[src/rtl/inst_prefetch_unit.sv]
// Instruction prefetch unit: issues word-aligned fetches to a 1-cycle instruction
// memory and queues {pc, instr} pairs in a small FIFO for the core; flushes on redirect.
module inst_prefetch_unit #(
  parameter int          DEPTH    = 4,
  parameter logic [31:0] RESET_PC = 32'h0000_0000
) (
  input  logic        clk,
  input  logic        reset,
  output logic        imem_req,
  output logic [31:0] imem_addr,
  input  logic [31:0] imem_rdata,
  input  logic        imem_valid,
  output logic        if_valid,
  output logic [31:0] if_instr,
  output logic [31:0] if_pc,
  input  logic        if_ready,
  input  logic        redirect,
  input  logic [31:0] redirect_pc
);
  localparam int          AW       = $clog2(DEPTH);
  localparam logic [AW:0] FULL_CNT = (AW+1)'(DEPTH);

  typedef struct packed {
    logic [31:0] pc;
    logic [31:0] instr;
  } entry_t;

  typedef enum logic [1:0] {BOOT, FETCH, FULL, DRAIN} state_t;

  state_t        state, state_nxt;
  logic [31:0]   fetch_pc, resp_pc;
  logic          inflight, drop;
  logic [AW:0]   count, count_nxt, occ, occ_nxt;
  logic [AW-1:0] wr_ptr, rd_ptr;
  logic          push, pop;
  entry_t        fifo [DEPTH];
  entry_t        head;

  // A response is kept only if it answers a real request and no redirect has
  // happened in this cycle or the one before (both cases carry old-path data).
  assign pop  = if_valid && if_ready;
  assign push = imem_valid && inflight && !drop && !redirect;

  assign occ     = count + {{AW{1'b0}}, inflight};
  assign occ_nxt = count_nxt + {{AW{1'b0}}, imem_req};

  always_comb begin
    count_nxt = count;
    if (redirect)
      count_nxt = '0;
    else if (push && !pop)
      count_nxt = count + 1'b1;
    else if (pop && !push)
      count_nxt = count - 1'b1;
  end

  always_ff @(posedge clk) begin
    if (reset)
      state <= BOOT;
    else
      state <= state_nxt;
  end

  always_comb begin
    state_nxt = state;
    if (redirect) begin
      state_nxt = imem_req ? DRAIN : FETCH;
    end else begin
      case (state)
        BOOT:    state_nxt = FETCH;
        FETCH:   if (occ_nxt == FULL_CNT) state_nxt = FULL;
        FULL:    if (occ_nxt < FULL_CNT)  state_nxt = FETCH;
        DRAIN:   state_nxt = FETCH;
        default: state_nxt = BOOT;
      endcase
    end
  end

  always_comb begin
    imem_req = 1'b0;
    case (state)
      FETCH:   imem_req = (occ < FULL_CNT);
      DRAIN:   imem_req = 1'b1;
      default: imem_req = 1'b0;
    endcase
  end

  assign imem_addr = fetch_pc;

  always_ff @(posedge clk) begin
    if (reset) begin
      fetch_pc <= RESET_PC;
      resp_pc  <= RESET_PC;
      inflight <= 1'b0;
      drop     <= 1'b0;
      count    <= '0;
      wr_ptr   <= '0;
      rd_ptr   <= '0;
    end else begin
      inflight <= imem_req;
      drop     <= redirect;
      count    <= count_nxt;
      if (imem_req)
        resp_pc <= fetch_pc;
      if (redirect) begin
        fetch_pc <= redirect_pc & ~32'd3;
        wr_ptr   <= '0;
        rd_ptr   <= '0;
      end else begin
        if (imem_req) fetch_pc <= fetch_pc + 32'd4;
        if (push)     wr_ptr   <= wr_ptr + 1'b1;
        if (pop)      rd_ptr   <= rd_ptr + 1'b1;
      end
    end
  end

  always_ff @(posedge clk) begin
    if (push && !reset)
      fifo[wr_ptr] <= {resp_pc, imem_rdata};
  end

  assign head     = fifo[rd_ptr];
  assign if_valid = (count != '0);
  assign if_instr = if_valid ? head.instr : 32'd0;
  assign if_pc    = if_valid ? head.pc    : 32'd0;

  a_no_overflow: assert property (@(posedge clk) disable iff (reset)
    !(push && count == FULL_CNT));
  a_valid_has_req: assert property (@(posedge clk) disable iff (reset)
    imem_valid |-> inflight);

endmodule

[config.mk]
export PLATFORM = sky130hd
export DESIGN_NAME = inst_prefetch_unit
export DESIGN_NICKNAME = d
export VERILOG_FILES = /design/src/rtl/inst_prefetch_unit.sv
export SDC_FILE = /design/constraint.sdc
export NUM_CORES = 1
export LEC_CHECK = 0
export BUFFER_PORTS_ARGS = -buffer_cell sky130_fd_sc_hd__buf_4
export CAP_MARGIN = 40
export CORE_ASPECT_RATIO = 0.7
export CORE_MARGIN = 2
export CORE_UTILIZATION = 55
export CTS_BUF_LIST = sky130_fd_sc_hd__clkbuf_2
export CTS_CLUSTER_SIZE = 10
export DETAILED_ROUTE_END_ITERATION = 8
export PLACE_DENSITY_LB_ADDON = 0.05
export SYNTH_ARGS = -nofsm -noshare
export SYNTH_HDL_FRONTEND = slang
export SYNTH_SLANG_ARGS = --single-unit
[constraint.sdc]
create_clock -name clk -period 3.1 [get_ports clk]
set_clock_uncertainty 0.1 [all_clocks]
set_input_delay 0.465 -clock clk [delete_from_list [all_inputs] [get_ports clk]]
set_output_delay 0.465 -clock clk [all_outputs]
set_load 0.02 [all_outputs]
==> results of run 1 <==
==> cell families (layout without fill, tap and decap cells) <==
family | count (synthesis) | count (layout) | share of synthesized area (%)
flip-flops | 321 | 321 | 69.8
AND/OR/NAND/NOR | 248 | 248 | 10.2
AO/OA/AOI/OAI | 71 | 71 | 3.20
multiplexers | 69 | 69 | 11.6
buffers and inverters | 64 | 389 | 2.15
XOR/XNOR | 30 | 30 | 2.06
adder cells (fa/ha/maj) | 10 | 10 | 0.981
other | 1 | 5 | 0.0294
==> power by group <==
part | internal, mW | leakage (nW) | total, mW | switching (mW)
registers | 4.66 | 2.86 | 4.74 | 0.0735
logic | 0.236 | 2.36 | 0.473 | 0.238
clock network | 1.24 | 0.526 | 2.79 | 1.55
==> state kept, by name, indices dropped and copies added, names as in the netlist, named ones only <==
signal	cells
imem_addr	30
rd_ptr	2
count	3
drop	1
fifo	248
wr_ptr	2
inflight	1
resp_pc	30
state	2
==> worst max path at each step <==
stage,start,to,slack (ps),depth (start not counted)
2_1_floorplan,redirect,fifo[0][0]$_DFFE_PP_,180,3
5_1_grt,count[0]$_SDFF_PP0_,if_instr[17],-90,7
3_5_place_dp,count[0]$_SDFF_PP0_,state[0]$_SDFFE_PP0P_,280,14
3_3_place_gp,redirect,state[0]$_SDFFE_PP0P_,430,11
4_1_cts,count[0]$_SDFF_PP0_,if_instr[17],1,7
6_report,count[0]$_SDFF_PP0_,if_instr[7],70,7
==> layout by cell type (no fill, tap or decap), types with 10 or more instances in the layout <==
cell type / instances
edfxtp_1: 248
buf_4: 169
clkbuf_2: 107
nand2_1: 94
dfxtp_1: 71
dlygate4sd3_1: 70
and2_1: 65
mux4_2: 62
a21oi_1: 39
nor2_1: 32
xnor2_1: 25
inv_1: 15
nand3_1: 11
nor3_1: 11
ha_1: 10
==> final cells by class <==
cell class	instances	area, sq um
Fill cell	1583	6860
Clock inverter	15	164
Timing Repair Buffer	250	2210
Inverter	17	63.8
Multi-Input combinational cell	432	3600
Antenna cell	1	2.50
Tap cell	312	390
Clock buffer	107	536
Sequential cell	321	8910
==> layer usage <==
| metal | track usage, % | vias up | wire length [um] |
|---|---|---|---|
| li1 | - | 3653 | - |
| met1 | 31.3 | 3942 | 11900 |
| met2 | 36.6 | 280 | 13400 |
| met3 | 5.07 | 53 | 1810 |
| met4 | 7.79 | 0 | 518 |
| met5 | 0 | - | 0 |
==> critical path: stages, from the launching register on <==
cell     delay [ps]
dfxtp_1         380
inv_1           100
ha_1            200
nor2b_2         170
inv_2            90
buf_4           280
and2_1          220
buf_4           160
==> through the flow <==
stage	utilization [%]	setup TNS (ps)	power, mW	hold slack, ps
after floorplan	-	0	5.02	360
after global placement	63.1	0	5.21	372
after detailed placement	63.1	0	5.23	394
after CTS	69.5	0	8.07	196
after global routing	69.8	-2050	8.33	219
final	69.8	0	8.00	290
==> timing repair <==
item	in CTS	in global routing
gates resized for setup	6	1
hold buffers	70	0
setup endpoints to repair	63	64
buffers inserted	0	4
cloned	1	2
hold endpoints to repair	168	0
==> run metrics, run 1 <==
Arrival @ worst endpoint=between 2000 and 2500 ps; cts bufs inserted=74; via count=~8k; synthesis-to-finish area growth=24.5%; count leader, synth=edfxtp_1; initial DRC count=~600; Area contributors post-synth=edfxtp_1 58%, dfxtp_1 11%, mux4_2 11%; R2R Path Start=count[0]$_SDFF_PP0_; unrepaired setup endpoints after global routing=true; leakage=about 5.7 nW; Pwr Density=~500 nW/um^2; outcome=finished clean; width of the chip=between 150 and 200 um; first-pass GRT wire length=between 40000 and 50000 um; num ports=167; placed cell area=14300 sq um; Antenna Nets Post-Route=0; Port Buf Inserts=160; top cell type's share of synthesized area=roughly three fifths; Final min period=approximately 3000 ps; Post-synth EDFFs=approximately 250; GP Congestion=around 0.88; Primary FF master, synth=edfxtp_1; DR pass1 iterations=5; clk sinks=321; top achievable clock speed=roughly 330 MHz; clk buf depth=3; clock slew at reported path FFs=roughly 120 ps; Congestion Overflow GR=0; final wirelength=27600 um; Hold Path Sink=imem_addr[27]$_SDFFE_PP0P_; Tcrit/Tclk final=97.6%; Worst setup SP type=flip-flop; vias in the first global route=8245; Finished Layout Cells=about 1.5k; pre-CTS setup slack=around 280 ps; clock root buffer=clkbuf_2; Placed Cells incl. Taps=1255; Final WS setup=~74 ps; reg2reg setup slack=between 200 and 300 ps; reg2reg path depth=14; Die Ht=about 130 um; WP data required=2530 ps; HPWL Detailed=around 15000 um; crit-path max FO=29; CTS tree=done; vias per cell=~5.4; hold path cells=4; initial antenna violation count=1; cell taking the most area after synthesis=edfxtp_1; Async SR Flop Fraction=0%; Hold Path Origin=redirect_pc[27]; largest net degree at the start of global routing=63; Setup crit end kind=output pin; synthesized instance count=approximately 800; worst skew pair latency=about 840 ps; gr usage total=22.9%; most frequent cells after synthesis=248 x edfxtp_1, 94 x nand2_1, 73 x dfxtp_1; Finished Cell Area=around 16000 sq um; CORE AREA=around 23000 sq um; # DRC=0; number of max-cap violations=0; Cell Area, Synth=~13000 sq um; maximum vdd drop=304 uV; share of layout cells above drive strength 1=around a third; Routed WL per cell=approximately 19 um; slew margin rel.=between 50% and 60%; number of nets in the layout=1175; setup violators final=0; CP Class=reg -> out; # H-tree levels=3; Syn Area/Cell=between 15 and 20 sq um; die area=24400 sq um; Initial Util=56.1%; actual slew at the worst max-slew pin=between 700 and 800 ps; Max Slew Vio Count=0; YS warnings=0; register area share after synthesis=between 60% and 70%; post-synth cell types=45; final hold violations=0; Reg2Reg Capture Point=state[0]$_SDFFE_PP0P_; Std-Cell Rows=46; synthesized flop and latch total=~320; worst hold path class=in -> reg
Note: power is estimated with default switching activity, not from simulation.
==> run 2, diff against run 1 <==
--- a/config.mk
+++ b/config.mk
@@ -8,12 +8,12 @@
 export BUFFER_PORTS_ARGS = -buffer_cell sky130_fd_sc_hd__buf_4
 export CAP_MARGIN = 40
 export CORE_ASPECT_RATIO = 0.7
-export CORE_MARGIN = 2
 export CORE_UTILIZATION = 55
 export CTS_BUF_LIST = sky130_fd_sc_hd__clkbuf_2
 export CTS_CLUSTER_SIZE = 10
 export DETAILED_ROUTE_END_ITERATION = 8
 export PLACE_DENSITY_LB_ADDON = 0.05
+export REMOVE_ABC_BUFFERS = 1
 export SYNTH_ARGS = -nofsm -noshare
 export SYNTH_HDL_FRONTEND = slang
 export SYNTH_SLANG_ARGS = --single-unit
==> run 2 against run 1 <==
- core utilization is 0.56 points higher
- first-iteration DRC count is 4.4% lower
- largest cell class unchanged
- final cell count is 1.4% higher
- via count is 0.47% lower
- sequential share of layout area is 0.29 points lower
- global-route usage is 1.2 points higher
- die area is 2.6% lower
- highest routed layer unchanged
==> run metrics, run 2 (same netlist as run 1, synthesis figures left out) <==
outcome=finished clean; R2R Path Start=count[0]$_SDFF_PP0_; clk buf depth=3; # H-tree levels=3; Final min period=just under 3000 ps; Pwr Density=499 nW/um^2; HPWL Detailed=between 15000 and 20000 um; top achievable clock speed=about 340 MHz; Buf/Inv on CP=4; slew margin rel.=roughly 46%; reg2reg setup slack=slightly above 300 ps; synthesis-to-finish area growth=25.1%; Initial Util=between 50% and 60%; Congestion Overflow GR=0; Die Ht=around 130 um; pre-CTS setup slack=between 200 and 300 ps; Antenna Nets Post-Route=0; NetSw=approximately 1.9 mW; cts bufs inserted=between 70 and 80; WL met2=~14000 um; Finished Layout Cells=between 1k and 1.5k; crit path cell chain=inv_1 > ha_1 > nor2b_2 > inv_2 > buf_12 > and2_1 > buf_4; cell count along the critical path=7; Tcrit/Tclk final=between 90% and 100%; Finished Cell Area=roughly 16000 sq um; most common cell after layout, fill and taps aside=edfxtp_1; Reg power frac=59.4%; Routed WL per cell=about 19 um; final wirelength=~28000 um; share of layout cells above drive strength 1=between 30 and 40%; largest reg by FF count=fifo; Switching Share=between 20% and 30%; Largest register FFs=around 250; WP data required=about 2500 ps; commonest cells after routing, fill and taps aside=248 x edfxtp_1, 167 x buf_4, 123 x clkbuf_2; Crit path largest cell delay=between 300 and 400 ps; width of the chip=184 um; Std-Cell Rows=46; Hold Path Sink=fifo[0][2]$_DFFE_PP_; setup violators final=0; Port Buf Inserts=160; crit-path max FO=36; kind of cell adding the most delay to the critical path=buffers and inverters; placed cell area=14400 sq um; clk sinks=between 300 and 400; maximum vdd drop=261 uV; number of nets in the layout=approximately 1.2k; combinational power share=roughly 6.0%; Placed Cells incl. Taps=1259; Arrival @ worst endpoint=about 2400 ps; gr usage total=between 20% and 30%; vias per cell=about 5.3; Highest Signal Layer=met4; worst hold path class=in -> reg; largest net degree at the start of global routing=56; met3 routed WL=between 1500 and 2000 um; initial antenna violation count=1; leakage=between 5 and 6 nW; total power=roughly 8 mW; CTS tree=done; Worst setup SP type=flip-flop; vias in the first global route=8159; via count=about 7.9k; num ports=between 150 and 200; Max Slew Vio Count=0; Final WS setup=157 ps; final hold violations=0; CORE AREA=approximately 23000 sq um; # DRC=0; Hold Path Origin=imem_rdata[2]; reg2reg path depth=13; die area=23800 sq um; Internal Pwr Total=about 6.0 mW; clock root buffer=clkbuf_2; clock slew at reported path FFs=between 100 and 150 ps; Clk pwr share=between 30% and 40%; Reg2Reg Capture Point=state[0]$_SDFFE_PP0P_; hold path cells=2; GP Congestion=0.830; Crit-path slowest cell=dfxtp_1; first-pass GRT wire length=about 43000 um; Setup crit end kind=output pin; worst skew pair latency=830 ps; DR pass1 iterations=5; met1 wire length=around 12000 um; CP Class=reg -> out; actual slew at the worst max-slew pin=roughly 800 ps; initial DRC count=about 560; number of max-cap violations=0
run 2: changes by cell type in the layout (fill, tap and decap cells not counted), sizes merged:
cell         delta
clkbuf         +16
buf             +1
dlygate4sd3     +1
bufinv          -3
clkinvlp        +2
inv             +2
clkinv          +1
run 2: power by group through the flow:
stage / clock [mW] / combinational (mW) / sequential, mW
after global routing: 3.04 / 0.516 / 4.74
after CTS: 2.83 / 0.475 / 4.73
after floorplan: 0 / 0.155 / 4.84
final: 2.75 / 0.479 / 4.73
after detailed placement: 0 / 0.398 / 4.83
after global placement: 0 / 0.387 / 4.82
run 2: per-stage QoR:
step	util [%]	setup TNS, ps	hold WS (ps)
final	70.4	0	253
after global placement	63.2	0	374
after global routing	70.4	-2.89	182
after CTS	70.1	0	179
after detailed placement	63.5	0	390
after floorplan	-	-61770	358
run 2: repair_timing:
item                                    in CTS  in global routing
hold buffers                                71                  0
gates resized for setup                      5                  6
hold endpoints to repair                   168                  0
setup buffers                                1                  0
endpoints found under the setup margin      63                 37
gates cloned                                 1                  2
run 2: how the worst max path moves through the flow:
stage | from | end
floorplan | flip-flop | if_instr[0]
global placement | count[0]$_SDFF_PP0_ | state[0]$_SDFFE_PP0P_
detailed placement | count[0]$_SDFF_PP0_ | state[0]$_SDFFE_PP0P_
CTS | count[1]$_SDFF_PP0_ | imem_req
global route | count[0]$_SDFF_PP0_ | if_pc[16]
finish | count[0]$_SDFF_PP0_ | if_pc[7]
run 2: routing by layer:
metal / global-route usage [%] / vias up
met5: 0 / -
met4: 9.71 / 0
met3: 5.12 / 43
met2: 38.8 / 250
met1: 32.5 / 3928
li1: - / 3670
run 2: final cells by class:
type                            instances  area [sq um]
Tap cell                              312           390
Inverter                               17          63.8
Clock buffer                          123           616
Fill cell                            1598          6710
Clock inverter                         17           105
Multi-Input combinational cell        432          3610
Timing Repair Buffer                  252          2260
Antenna cell                            1          2.50
Sequential cell                       321          8920
